--- src/rtl/ks_pkg.sv ---
// -----------------------------------------------------------------------------
// ks_pkg
//   Shared definitions for the Kogge-Stone parallel-prefix carry network.
//
//   Contents:
//     DEFAULT_WIDTH  : default operand width in bits
//     clog2()        : ceiling log2, used to derive the number of prefix levels
//     DEFAULT_LEVELS : prefix levels for DEFAULT_WIDTH
//     gp_t           : {g, p} pair consumed and produced by prefix cells
// -----------------------------------------------------------------------------
package ks_pkg;

    localparam int DEFAULT_WIDTH = 16;

    // Ceiling log2 for elaboration-time constants. clog2(1) = 0.
    function automatic int clog2(input int value);
        int result;
        int rem;
        result = 0;
        rem    = value - 1;
        while (rem > 0) begin
            result = result + 1;
            rem    = rem >> 1;
        end
        return result;
    endfunction

    localparam int DEFAULT_LEVELS = clog2(DEFAULT_WIDTH);

    // Generate/propagate pair for a bit or a group of bits.
    typedef struct packed {
        logic g;
        logic p;
    } gp_t;

endpackage : ks_pkg

--- src/rtl/ks_prefix_cell.sv ---
// -----------------------------------------------------------------------------
// ks_prefix_cell
//   Combinational Kogge-Stone "black cell". Merges a high group with the
//   adjacent lower group into one wider group:
//     Go = Gh | (Ph & Gl)
//     Po = Ph & Pl
//
//   Ports:
//     hi : gp_t  group generate/propagate of the more significant span
//     lo : gp_t  group generate/propagate of the less significant span
//     o  : gp_t  merged generate/propagate of the combined span
// -----------------------------------------------------------------------------
module ks_prefix_cell
    import ks_pkg::*;
(
    input  gp_t hi,
    input  gp_t lo,
    output gp_t o
);

    assign o = '{g: hi.g | (hi.p & lo.g),
                 p: hi.p & lo.p};

endmodule : ks_prefix_cell

--- src/rtl/ks_prefix_pipe.sv ---
// -----------------------------------------------------------------------------
// ks_prefix_pipe
//   Pipelined Kogge-Stone parallel-prefix carry network. Stage 0 registers the
//   bitwise generate/propagate of the operands; stages 1..LEVELS each apply one
//   prefix level (span distance 2^(k-1)) and register the result. The last
//   stage drives the outputs, so a beat appears LEVELS+1 clocks after accept.
//
//   Every stage has its own valid bit and a combinational ready:
//     ready_s = ~valid_s | ready_{s+1},   ready_{LEVELS+1} = out_ready
//   which lets bubbles collapse while the consumer stalls and sustains one
//   beat per clock when out_ready stays high.
//
//   Ports:
//     clk, rst_n          : clock (rising edge), async active-low reset
//     in_valid / in_ready : operand beat handshake
//     a, b, cin           : operands and carry-in
//     out_valid/out_ready : result beat handshake
//     g_grp, p_grp        : group generate/propagate over bits [i:0]
//     p_bit               : bitwise propagate a^b, aligned with the result
//     cin_o               : carry-in, aligned with the result
//   Downstream sum cell i uses carry_i = g_grp[i-1] | p_grp[i-1] & cin_o
//   (carry_0 = cin_o) and sum_i = p_bit[i] ^ carry_i.
// -----------------------------------------------------------------------------
module ks_prefix_pipe
    import ks_pkg::*;
#(
    parameter int WIDTH = DEFAULT_WIDTH
) (
    input  logic             clk,
    input  logic             rst_n,
    input  logic             in_valid,
    output logic             in_ready,
    input  logic [WIDTH-1:0] a,
    input  logic [WIDTH-1:0] b,
    input  logic             cin,
    output logic             out_valid,
    input  logic             out_ready,
    output logic [WIDTH-1:0] g_grp,
    output logic [WIDTH-1:0] p_grp,
    output logic [WIDTH-1:0] p_bit,
    output logic             cin_o
);

    localparam int LEVELS = clog2(WIDTH);

    // Stage registers, index 0 = operand stage, index LEVELS = output stage.
    logic [LEVELS:0]            vld_q, vld_d;
    logic [LEVELS:0][WIDTH-1:0] g_q,   g_d;
    logic [LEVELS:0][WIDTH-1:0] p_q,   p_d;
    logic [LEVELS:0][WIDTH-1:0] pb_q,  pb_d;
    logic [LEVELS:0]            cin_q, cin_d;

    // Per-stage ready and combinational prefix results feeding stage k.
    logic [LEVELS:0]            rdy;
    logic [LEVELS:1][WIDTH-1:0] lvl_g;
    logic [LEVELS:1][WIDTH-1:0] lvl_p;

    // -------------------------------------------------------------------------
    // Prefix network: level k merges bit i with bit i-2^(k-1); the low bits
    // already hold their complete [i:0] group and simply pass through.
    // -------------------------------------------------------------------------
    for (genvar k = 1; k <= LEVELS; k++) begin : g_level
        localparam int DIST = 1 << (k - 1);
        for (genvar i = 0; i < WIDTH; i++) begin : g_bit
            if (i >= DIST) begin : g_black
                gp_t cell_hi;
                gp_t cell_lo;
                gp_t cell_o;

                assign cell_hi = '{g: g_q[k-1][i],      p: p_q[k-1][i]};
                assign cell_lo = '{g: g_q[k-1][i-DIST], p: p_q[k-1][i-DIST]};

                ks_prefix_cell u_cell (
                    .hi (cell_hi),
                    .lo (cell_lo),
                    .o  (cell_o)
                );

                assign lvl_g[k][i] = cell_o.g;
                assign lvl_p[k][i] = cell_o.p;
            end else begin : g_pass
                assign lvl_g[k][i] = g_q[k-1][i];
                assign lvl_p[k][i] = p_q[k-1][i];
            end
        end
    end

    // -------------------------------------------------------------------------
    // Ready chain, walked from the consumer back to the input. A running
    // variable keeps the chain free of self-dependent vector bits.
    // -------------------------------------------------------------------------
    always_comb begin : ready_chain
        logic nxt_rdy;
        nxt_rdy = out_ready;
        rdy     = '0;
        for (int s = LEVELS; s >= 0; s--) begin
            nxt_rdy = ~vld_q[s] | nxt_rdy;
            rdy[s]  = nxt_rdy;
        end
    end

    // -------------------------------------------------------------------------
    // Next-state for every stage. A stage loads whenever it is ready; its data
    // registers only capture when the upstream beat is valid, so bubbles leave
    // stale data untouched.
    // -------------------------------------------------------------------------
    always_comb begin
        // NOTE: every output of this block gets a hold value first; a missing
        // default on any path would infer a latch.
        vld_d = vld_q;
        g_d   = g_q;
        p_d   = p_q;
        pb_d  = pb_q;
        cin_d = cin_q;

        if (rdy[0]) begin
            vld_d[0] = in_valid;
            if (in_valid) begin
                g_d[0]   = a & b;
                p_d[0]   = a ^ b;
                pb_d[0]  = a ^ b;
                cin_d[0] = cin;
            end
        end

        for (int s = 1; s <= LEVELS; s++) begin
            if (rdy[s]) begin
                vld_d[s] = vld_q[s-1];
                if (vld_q[s-1]) begin
                    g_d[s]   = lvl_g[s];
                    p_d[s]   = lvl_p[s];
                    pb_d[s]  = pb_q[s-1];
                    cin_d[s] = cin_q[s-1];
                end
            end
        end
    end

    // -------------------------------------------------------------------------
    // Stage registers. Valid bits must clear on reset so in-flight beats are
    // discarded.
    // -------------------------------------------------------------------------
    always_ff @(posedge clk or negedge rst_n) begin
        if (!rst_n) begin
            vld_q <= '0;
            // NOTE: data registers need no reset for correctness (valid gates
            // them), but clearing them keeps outputs deterministic after reset.
            g_q   <= '0;
            p_q   <= '0;
            pb_q  <= '0;
            cin_q <= '0;
        end else begin
            // NOTE: non-blocking assignments so every stage samples the values
            // its neighbours held before this edge.
            vld_q <= vld_d;
            g_q   <= g_d;
            p_q   <= p_d;
            pb_q  <= pb_d;
            cin_q <= cin_d;
        end
    end

    // -------------------------------------------------------------------------
    // Outputs come straight from the last stage.
    // -------------------------------------------------------------------------
    assign in_ready  = rdy[0];
    assign out_valid = vld_q[LEVELS];
    assign g_grp     = g_q[LEVELS];
    assign p_grp     = p_q[LEVELS];
    assign p_bit     = pb_q[LEVELS];
    assign cin_o     = cin_q[LEVELS];

endmodule : ks_prefix_pipe

--- config.mk ---
export PLATFORM = sky130hd
export DESIGN_NAME = ks_prefix_pipe
export DESIGN_NICKNAME = d
export VERILOG_FILES = /design/src/rtl/ks_pkg.sv /design/src/rtl/ks_prefix_cell.sv /design/src/rtl/ks_prefix_pipe.sv
export SDC_FILE = /design/constraint.sdc
export NUM_CORES = 1
export LEC_CHECK = 0
export ABC_CLOCK_PERIOD_IN_PS = 1800
export CORE_MARGIN = 3
export CORE_UTILIZATION = 30
export DETAILED_ROUTE_END_ITERATION = 6
export SYNTH_ARGS = -nofsm -noshare
export SYNTH_HDL_FRONTEND = slang
export SYNTH_SLANG_ARGS = --single-unit
--- constraint.sdc ---
create_clock -name clk -period 1.8 [get_ports clk]
set_input_delay 0.18 -clock clk [delete_from_list [all_inputs] [get_ports clk]]
set_output_delay 0.18 -clock clk [all_outputs]
set_load 0.01 [all_outputs]
Yosys cells after proc, flatten, opt, wreduce, memory -nomap -nowiden
Cells that the tools add are included.
W data, S select, Z words.
- bitwise gates (word level): 159
- reduce and logical (&&, ||, !) cells: 5
- operators with widths (cell ; number):
    $and A1 B1 Y1 ; 98
    $or A1 B1 Y1 ; 54
    $and A16 B16 Y16 ; 1
    $xor A16 B16 Y16 ; 1
    $reduce_and A2 Y1 ; 5
    $not A1 Y1 ; 5
- register bits: 234
- output and inout bits: 51
- word-level logic and storage cells: 188

Logic depth before layout (Yosys ltp)
Gate-level depths: netlist of run 1.
- depth in word-level cells: 7
- mapped depth: 6
- depth with buffers taken out: 3

Hierarchy
A second synthesis of run 1 with hierarchy kept.
- cell total of the unflattened synthesis: 625
- area total of the unflattened synthesis: 9684.3 um2
- modules (own cells, without submodules) (module ; times used ; cells each ; area an instance (um2)):
    ks_prefix_pipe ; 1 ; 527 ; 8948.6
    ks_prefix_cell ; 49 ; 2 ; 15.0

Worst setup path before layout of run 1
Ideal clock, no wire load.
- path type: reg-to-reg
- start point: register vld_q[3]
- end point: register pb_q[10] in the netlist's numbering
- library setup time: 0.125 ns
- arrival time: 1.448 ns
- data required time: 1.675 ns
- path slack: 0.227 ns
- stages on the path, launching flop included: 6
- path buffers: 2
- period minus slack after synthesis: 1.573 ns
- cell sequence: dfrtp_1 -> nand4b_1 -> buf_2 -> o21ai_4 -> buf_6 -> mux2_2
- longest elaborated chain between the ends: 6
- RTL lines (item ; RTL line ; text):
    start: declaration ; ks_prefix_pipe.sv:47 ; logic [LEVELS:0] vld_q, vld_d;
    start signal: assignment ; ks_prefix_pipe.sv:155 ; vld_q <= vld_d;
    $not A1 Y1 ; ks_prefix_pipe.sv:97 ; nxt_rdy = ~vld_q[s] | nxt_rdy;
    $or A1 B1 Y1 (4 in series) ; ks_prefix_pipe.sv:97 ;
    $reduce_and A2 Y1 (no line) ; -- ;
    end signal: assignment ; ks_prefix_pipe.sv:158 ; pb_q <= pb_d;
    end: declaration ; ks_prefix_pipe.sv:50 ; logic [LEVELS:0][WIDTH-1:0] pb_q, pb_d;
Every way passes these cells.
A chain may end at the register's enable or synchronous reset.

Worst setup path in the final report of run 1
- start point: register vld_q[4]
- end point: output out_valid
- RTL lines (item ; RTL line ; text):
    end: declaration ; ks_prefix_pipe.sv:36 ; output logic out_valid,
No word-level cell between the ends.

==> impl_metrics.xml, run 1 <==
<?xml version="1.0" encoding="UTF-8"?>
<metrics>
  <group name="critical_path">
    <metric name="startpoint_type" unit="">flip-flop</metric>
    <metric name="cp_data_required_time" unit="ps">1620</metric>
    <metric name="crit_type" unit="">reg2out</metric>
    <metric name="cp_max_fo" unit="">2</metric>
    <metric name="worst_setup_path_end_kind" unit="">output pin</metric>
    <metric name="worst_ep_arrival_time" unit="ps">1500</metric>
  </group>
  <group name="floorplanning">
    <metric name="coreArea" unit="um^2">30800</metric>
    <metric name="floorplan.die.width" unit="um">183</metric>
    <metric name="std_cell_rows" unit="">64</metric>
    <metric name="dieHeight" unit="um">183</metric>
    <metric name="fp.dieArea" unit="um^2">33600</metric>
    <metric name="start_util" unit="">0.306</metric>
    <metric name="design.portCount" unit="">88</metric>
  </group>
  <group name="yosys">
    <metric name="postSynthRegisterBits" unit="">230</metric>
    <metric name="synthesis.nets" unit="">774</metric>
    <metric name="yosys.area.top_type" unit="">sky130_fd_sc_hd__dfrtp_1</metric>
    <metric name="synth.cell_area" unit="um^2">9440</metric>
    <metric name="synth_seq_area_share" unit="">0.610</metric>
    <metric name="netlist_instances" unit="">721</metric>
    <metric name="yosysTopAreaCellShare" unit="">0.610</metric>
    <metric name="yosys-top-cells-area" unit="">sky130_fd_sc_hd__dfrtp_1 (61%), sky130_fd_sc_hd__mux2_2 (15%), sky130_fd_sc_hd__mux2i_1 (6.0%)</metric>
    <metric name="synth.distinct_cells" unit="">24</metric>
    <metric name="post_synth.cell_area_avg" unit="um^2">13.1</metric>
    <metric name="synth-warning-count" unit="">0</metric>
  </group>
  <group name="cts">
    <metric name="cts_made_buffers" unit="">25</metric>
    <metric name="clock_tree.buffer_depth" unit="">3</metric>
    <metric name="cts.clk_slew.worst_paths" unit="ps">70</metric>
    <metric name="cts_root_buffer" unit="">sky130_fd_sc_hd__clkbuf_16</metric>
    <metric name="numClockSinks" unit="">230</metric>
    <metric name="insertion_delay" unit="ps">510</metric>
    <metric name="cts_max_level" unit="">1</metric>
    <metric name="tritoncts" unit="">built</metric>
  </group>
  <group name="global_route">
    <metric name="grt_start_max_net_pins" unit="">63</metric>
    <metric name="first_global_vias" unit="">5990</metric>
    <metric name="global_route_overflow" unit="">0</metric>
    <metric name="grt_antenna_before_repair" unit="">0</metric>
    <metric name="grt_pass1_wl" unit="mm">33.6</metric>
    <metric name="grtUsageTotal" unit="">0.123</metric>
  </group>
  <group name="timing">
    <metric name="max_freq" unit="MHz">596</metric>
    <metric name="postLayoutSetupSlackWorst" unit="ps">123</metric>
    <metric name="final_max_slew_viols" unit="">0</metric>
    <metric name="fin_worst_skew" unit="ps">10.6</metric>
    <metric name="maxSlewHeadroom" unit="">0.650</metric>
    <metric name="worstMarginPinSlew" unit="ps">525</metric>
    <metric name="setup_repair_after_global_routing_missed_its_margin" unit="">no</metric>
    <metric name="timing.final.crit_share" unit="">0.932</metric>
    <metric name="final.min_clock_period" unit="ps">1680</metric>
    <metric name="timing.final.hold_violations" unit="">0</metric>
    <metric name="timing.final.setup_violations" unit="">0</metric>
  </group>
  <group name="status">
    <metric name="status" unit="">completed</metric>
  </group>
  <group name="hold_path">
    <metric name="min-delay-path-class" unit="">in2async</metric>
  </group>
  <group name="drt">
    <metric name="drc_errors" unit="">0</metric>
    <metric name="routed_wirelength" unit="mm">20.5</metric>
    <metric name="antenna_left" unit="">0</metric>
    <metric name="routed_via_density" unit="">4.65</metric>
    <metric name="wl_per_cell" unit="um">16.5</metric>
    <metric name="drtPass1Iterations" unit="">5</metric>
    <metric name="first_iter_violations" unit="">293</metric>
    <metric name="via_count" unit="">5775</metric>
  </group>
  <group name="placed_design">
    <metric name="detailed_place_hpwl" unit="mm">14.8</metric>
    <metric name="dpl_ws" unit="ps">-316</metric>
    <metric name="routability_congestion_estimate" unit="">0.779</metric>
    <metric name="port_buffers" unit="">87</metric>
  </group>
  <group name="power">
    <metric name="worst_ir_drop_vdd" unit="mV">0.676</metric>
    <metric name="cellPowerDensity" unit="nW/um^2">1470</metric>
    <metric name="power.static_leakage" unit="uW">0.00526</metric>
  </group>
  <group name="job">
    <metric name="max_cap_check_violation_count" unit="">0</metric>
  </group>
  <group name="finish">
    <metric name="finish.net_count" unit="">882</metric>
    <metric name="areaGrowthSynthToFinish" unit="%">25.6</metric>
    <metric name="fin_util" unit="">0.384</metric>
    <metric name="fillers" unit="">2912</metric>
    <metric name="antennaDiodeCount" unit="">0</metric>
    <metric name="layout-drive-gt1-share" unit="">0.256</metric>
  </group>
</metrics>
## registers in the layout (all words and copies together), names as in the netlist
signal                         count
vld_q                              5
p_grp                             16
p_bit                             15
g_grp                             16
g_level.g_bit.g_black.cell_lo     42
pb_q                              61
g_level.g_bit.g_black.cell_hi     70
cin_q                              5
## per-stage QoR
step	hold slack, ps	std cells	TNS, ps	area [um^2]	total power [uW]
3_5_place_dp	169	1196	-23200	11000	12400
2_1_floorplan	-116	721	0	9440	10400
6_report	199	1243	0	11900	17400
5_1_grt	234	1243	0	11900	18400
3_3_place_gp	165	1196	-22630	11000	12200
4_1_cts	224	1243	0	11900	17600
## routing by layer
layer / global-route usage / vias up / part of all wire
li1: - / 2695 / -
met1: 0.188 / 2909 / 0.50
met2: 0.186 / 132 / 0.44
met3: 0.0184 / 39 / 0.039
met4: 0.0271 / 0 / 0.021
met5: 0 / - / 0
## synthesized netlist by cell type, drive strengths merged
| master | instances |
|---|---|
| o21ai | 7 |
| inv | 63 |
| o2bb2ai | 15 |
| and2 | 2 |
| dfrtp | 230 |
| buf | 43 |
| mux2i | 57 |
| mux2 | 127 |
| nand2 | 36 |
| or2 | 1 |
| nand4 | 4 |
| nand3 | 15 |
| nor2 | 1 |
| a21oi | 93 |
| clkbuf | 7 |
| nand4b | 1 |
| o21bai | 2 |
| ha | 16 |
| nand2b | 1 |
## cells by family (layout without fill, tap and decap cells)
family          after synthesis  count (layout)  share of synthesized area
flops                       230             230                      0.610
fa+ha+maj                    16              16                     0.0212
buf+inv                     113             239                     0.0585
compound gates              117             117                     0.0697
simple gates                 61              61                     0.0289
mux                         184             184                      0.212
## area by class of cell
type,count,area [um^2],area share
well taps,396,495,0.0418
inverters,63,236,0.0200
repair buffers,131,1350,0.114
multi-input cells,378,3170,0.267
clock buffers,40,792,0.0668
clock inverters,5,53.8,0.00454
flip-flops and latches,230,5760,0.486
## critical path, cell delays in order, from the launching register on
cell and delay [ps]:
sky130_fd_sc_hd__dfrtp_1 340, sky130_fd_sc_hd__buf_4 110, sky130_fd_sc_hd__clkdlybuf4s50_1 540
## path summary, 6_finish.rpt
path,start,endpoint,slack (ps),depth (start not counted)
hold reg to reg,pb_q[47]$_DFFE_PN0P_,pb_q[63]$_DFFE_PN0P_,500,1
setup / recovery,vld_q[4]$_DFFE_PN0P_,out_valid,120,2
setup reg to reg,vld_q[2]$_DFFE_PN0P_,pb_q[0]$_DFFE_PN0P_,130,6
max in group asynchronous,rst_n,g_level[3].g_bit[14].g_black.cell_hi[0]$_DFFE_PN0P_,980,3
hold / removal,rst_n,p_grp[0]$_DFFE_PN0P_,200,2
min in group clk,cin,cin_q[0]$_DFFE_PN0P_,380,2
## report_power, final
part | total, uW | internal [uW] | switching [uW]
combinational | 4110 | 2440 | 1670
sequential | 8130 | 6850 | 1280
clock | 5150 | 3140 | 2010
total | 17400 | 12400 | 4960
## cell usage in the layout, fill, tap and decap left out
| cell type | netlist | final |
|---|---|---|
| sky130_fd_sc_hd__clkinv_4 | 0 | 1 |
| sky130_fd_sc_hd__or2_2 | 1 | 1 |
| sky130_fd_sc_hd__clkinv_2 | 0 | 3 |
| sky130_fd_sc_hd__dfrtp_1 | 230 | 230 |
| sky130_fd_sc_hd__nand2_1 | 36 | 35 |
| sky130_fd_sc_hd__buf_2 | 18 | 1 |
| sky130_fd_sc_hd__clkbuf_8 | 0 | 11 |
| sky130_fd_sc_hd__and2_2 | 0 | 1 |
| sky130_fd_sc_hd__o21ai_4 | 1 | 3 |
| sky130_fd_sc_hd__and2_1 | 2 | 1 |
| sky130_fd_sc_hd__nand4_1 | 4 | 4 |
| sky130_fd_sc_hd__buf_12 | 0 | 12 |
| sky130_fd_sc_hd__mux2_2 | 124 | 124 |
| sky130_fd_sc_hd__a21oi_1 | 93 | 93 |
| sky130_fd_sc_hd__o2bb2ai_1 | 15 | 15 |
| sky130_fd_sc_hd__nand2b_1 | 1 | 1 |
| sky130_fd_sc_hd__clkdlybuf4s50_1 | 0 | 85 |
| sky130_fd_sc_hd__o21ai_0 | 4 | 4 |
| sky130_fd_sc_hd__buf_8 | 0 | 1 |
| sky130_fd_sc_hd__dlygate4sd3_1 | 0 | 1 |
| sky130_fd_sc_hd__clkbuf_16 | 0 | 25 |
| sky130_fd_sc_hd__nor2_4 | 0 | 1 |
| sky130_fd_sc_hd__nand3_1 | 15 | 15 |
| sky130_fd_sc_hd__mux2_1 | 3 | 3 |
| sky130_fd_sc_hd__bufinv_16 | 0 | 1 |
| sky130_fd_sc_hd__ha_1 | 16 | 16 |
| sky130_fd_sc_hd__clkbuf_1 | 7 | 4 |
| sky130_fd_sc_hd__inv_1 | 63 | 63 |
| sky130_fd_sc_hd__mux2i_1 | 57 | 57 |
| sky130_fd_sc_hd__nand4b_1 | 1 | 1 |
| sky130_fd_sc_hd__buf_4 | 22 | 31 |
| sky130_fd_sc_hd__o21bai_1 | 2 | 2 |
| sky130_fd_sc_hd__nand2_2 | 0 | 1 |
## what timing repair did
item | in CTS | in global routing
endpoints found under the hold margin | 54 | 0
pin swaps | 1 | 0
setup buffers | 1 | 0
endpoints found under the setup margin | 1 | 1
gates cloned | 0 | 0
resized for setup | 4 | 3
hold buffers | 1 | 0
Note: power is estimated with default switching activity, not from simulation.
==> run 2: changes to the inputs <==
--- a/config.mk
+++ b/config.mk
@@ -7,8 +7,10 @@
 export LEC_CHECK = 0
 export ABC_CLOCK_PERIOD_IN_PS = 1800
 export CORE_MARGIN = 3
-export CORE_UTILIZATION = 30
+export CORE_UTILIZATION = 50
 export DETAILED_ROUTE_END_ITERATION = 6
+export PLACE_DENSITY = 0.71
 export SYNTH_ARGS = -nofsm -noshare
 export SYNTH_HDL_FRONTEND = slang
 export SYNTH_SLANG_ARGS = --single-unit
+export TNS_END_PERCENT = 10
==> impl_metrics.xml, run 2 (synthesis results as in run 1) <==
<?xml version="1.0" encoding="UTF-8"?>
<metrics>
  <group name="timing">
    <metric name="finalSetupTns" unit="ps">-3140</metric>
    <metric name="timing.final.hold_violations" unit="">0</metric>
    <metric name="final.min_clock_period" unit="ps">1890</metric>
    <metric name="timing.final.setup_violations" unit="">65</metric>
    <metric name="fin_worst_skew" unit="ps">14.1</metric>
    <metric name="worstMarginPinSlew" unit="ps">486</metric>
    <metric name="postLayoutSetupSlackWorst" unit="ps">-87.3</metric>
    <metric name="maxSlewHeadroom" unit="">0.676</metric>
    <metric name="setup_repair_after_global_routing_missed_its_margin" unit="">yes</metric>
    <metric name="timing.final.crit_share" unit="">1.05</metric>
    <metric name="final_max_slew_viols" unit="">0</metric>
    <metric name="max_freq" unit="MHz">530</metric>
  </group>
  <group name="finish">
    <metric name="final-instance-count-excl-fill" unit="">1070</metric>
    <metric name="areaGrowthSynthToFinish" unit="%">25.9</metric>
    <metric name="layout_commonest_cell" unit="">sky130_fd_sc_hd__dfrtp_1</metric>
    <metric name="fin_area" unit="um^2">11900</metric>
    <metric name="antennaDiodeCount" unit="">0</metric>
    <metric name="layout-drive-gt1-share" unit="">0.251</metric>
    <metric name="finish.net_count" unit="">878</metric>
    <metric name="layout.cells.most_common_list" unit="">sky130_fd_sc_hd__dfrtp_1 (230), sky130_fd_sc_hd__a21oi_1 (93), sky130_fd_sc_hd__mux2_2 (91)</metric>
    <metric name="number_of_flip_flops_under_the_largest_register_name" unit="">70</metric>
  </group>
  <group name="critical_path">
    <metric name="startpoint_type" unit="">flip-flop</metric>
    <metric name="critical_path.top_delay_family" unit="">buffers and inverters</metric>
    <metric name="worst_path_largest_cell_delay" unit="ps">370</metric>
    <metric name="path_cells" unit="">nand4b_1 -&gt; buf_4 -&gt; buf_12 -&gt; o21ai_4 -&gt; clkbuf_16 -&gt; mux2_2</metric>
    <metric name="crit_path_top_delay_cell" unit="">sky130_fd_sc_hd__dfrtp_1</metric>
    <metric name="cp_data_required_time" unit="ps">2190</metric>
    <metric name="worst_ep_arrival_time" unit="ps">2280</metric>
    <metric name="worstPathBufferInverterCount" unit="">3</metric>
    <metric name="crit_type" unit="">reg2reg</metric>
    <metric name="cp_max_fo" unit="">17</metric>
    <metric name="worst_setup_path_end_kind" unit="">flip-flop</metric>
  </group>
  <group name="placed_design">
    <metric name="port_buffers" unit="">87</metric>
    <metric name="detailed_place_hpwl" unit="mm">13.5</metric>
    <metric name="place_area" unit="um^2">10700</metric>
    <metric name="routability_congestion_estimate" unit="">0.873</metric>
    <metric name="place_inst" unit="">1016</metric>
  </group>
  <group name="status">
    <metric name="status" unit="">complete, but fails checks</metric>
    <metric name="violated_checks" unit="">setup timing</metric>
  </group>
  <group name="drt">
    <metric name="drtPass1Iterations" unit="">5</metric>
    <metric name="wl_per_cell" unit="um">18.9</metric>
    <metric name="antenna_left" unit="">0</metric>
    <metric name="routed_via_density" unit="">5.49</metric>
    <metric name="drc_errors" unit="">0</metric>
    <metric name="first_iter_violations" unit="">452</metric>
    <metric name="routed_wirelength" unit="mm">20.2</metric>
    <metric name="via_count" unit="">5875</metric>
  </group>
  <group name="global_route">
    <metric name="grt_antenna_before_repair" unit="">0</metric>
    <metric name="global_route_overflow" unit="">0</metric>
    <metric name="grt_start_max_net_pins" unit="">62</metric>
    <metric name="first_global_vias" unit="">6115</metric>
    <metric name="grtUsageTotal" unit="">0.194</metric>
    <metric name="grt_pass1_wl" unit="mm">32.2</metric>
  </group>
  <group name="cts">
    <metric name="tritoncts" unit="">built</metric>
    <metric name="numClockSinks" unit="">230</metric>
    <metric name="cts_max_level" unit="">1</metric>
    <metric name="insertion_delay" unit="ps">510</metric>
    <metric name="cts_made_buffers" unit="">24</metric>
    <metric name="cts.clk_slew.worst_paths" unit="ps">60</metric>
    <metric name="cts_root_buffer" unit="">sky130_fd_sc_hd__clkbuf_16</metric>
    <metric name="clock_tree.buffer_depth" unit="">3</metric>
  </group>
  <group name="hold_path">
    <metric name="min-delay-path-class" unit="">in2async</metric>
  </group>
  <group name="floorplanning">
    <metric name="floorplan.die.width" unit="um">143</metric>
    <metric name="std_cell_rows" unit="">49</metric>
    <metric name="dieHeight" unit="um">143</metric>
    <metric name="coreArea" unit="um^2">18300</metric>
    <metric name="design.portCount" unit="">88</metric>
    <metric name="fp.dieArea" unit="um^2">20600</metric>
    <metric name="start_util" unit="">0.517</metric>
  </group>
  <group name="power">
    <metric name="internal-power" unit="uW">12700</metric>
    <metric name="cellPowerDensity" unit="nW/um^2">1480</metric>
    <metric name="power.static_leakage" unit="uW">0.00543</metric>
    <metric name="seq_pwr_share" unit="">0.461</metric>
    <metric name="power.share.clock" unit="">0.295</metric>
    <metric name="sw_frac_of_total" unit="">0.282</metric>
    <metric name="switching_power_total" unit="uW">4970</metric>
    <metric name="worst_ir_drop_vdd" unit="mV">0.755</metric>
    <metric name="comb_power_share" unit="">0.245</metric>
    <metric name="fin_total_pwr" unit="uW">17600</metric>
  </group>
  <group name="job">
    <metric name="max_cap_check_violation_count" unit="">0</metric>
  </group>
</metrics>
run 2: stage by stage:
step           setup slack (ps)  utilization  hold slack, ps
6_report                  -87.3        0.651             202
5_1_grt                   -97.1        0.651             237
4_1_cts                   -20.7        0.633             223
3_5_place_dp               -293        0.584             159
3_3_place_gp               -227        0.584             148
2_1_floorplan               227            -            -116
run 2: power by group through the flow:
stage / Clock (uW) / Combinational [uW] / Sequential, uW
finish: 5200 / 4320 / 8130
global route: 5520 / 4710 / 8350
CTS: 5310 / 4170 / 8110
detailed placement: 0 / 4080 / 8190
global placement: 0 / 3940 / 8090
floorplan: 0 / 2660 / 7790
run 2: area by class of cell:
type | instances | area, um^2
multi-input cells | 378 | 3290
clock inverters | 8 | 143
clock buffers | 34 | 699
inverters | 63 | 236
repair buffers | 128 | 1470
well taps | 229 | 287
fillers | 1320 | 6380
flip-flops and latches | 230 | 5760
run 2: routing by layer:
layer,GRT usage,up-vias,part of all wire
li1,-,2685,-
met1,0.270,2968,0.44
met2,0.319,181,0.49
met3,0.0273,41,0.047
met4,0.0580,0,0.024
met5,0,-,0
run 2: worst register-to-register path, stage by stage, from the launching register on:
cell and delay, ps:
sky130_fd_sc_hd__dfrtp_1 370, sky130_fd_sc_hd__nand4b_1 250, sky130_fd_sc_hd__buf_4 250, sky130_fd_sc_hd__buf_12 150, sky130_fd_sc_hd__o21ai_4 200, sky130_fd_sc_hd__clkbuf_16 220
sky130_fd_sc_hd__mux2_2 340
run 2: final timing paths:
| path | to | slack (ps) | depth (start not counted) | from |
|---|---|---|---|---|
| max | g_level[2].g_bit[2].g_black.cell_lo[0]$_DFFE_PN0P_ | -90 | 6 | vld_q[4]$_DFFE_PN0P_ |
| min | pb_q[60]$_DFFE_PN0P_ | 200 | 2 | rst_n |
| max reg2reg | g_level[2].g_bit[2].g_black.cell_lo[0]$_DFFE_PN0P_ | -90 | 6 | vld_q[4]$_DFFE_PN0P_ |
| min reg2reg | pb_q[63]$_DFFE_PN0P_ | 500 | 1 | pb_q[63]$_DFFE_PN0P_ |
| max in group asynchronous | p_grp[4]$_DFFE_PN0P_ | 920 | 3 | rst_n |
| min in group clk | cin_q[0]$_DFFE_PN0P_ | 340 | 2 | cin |
run 2: timing repair:
| item | 4_1_cts | 5_1_grt |
|---|---|---|
| endpoints found under the setup margin | 49 | 77 |
| gates cloned | 1 | 5 |
| hold buffers | 1 | 0 |
| endpoints found under the hold margin | 66 | 0 |
| gates resized for setup | 7 | 46 |
| buffers inserted | 2 | 3 |
| pin swaps | 2 | 3 |
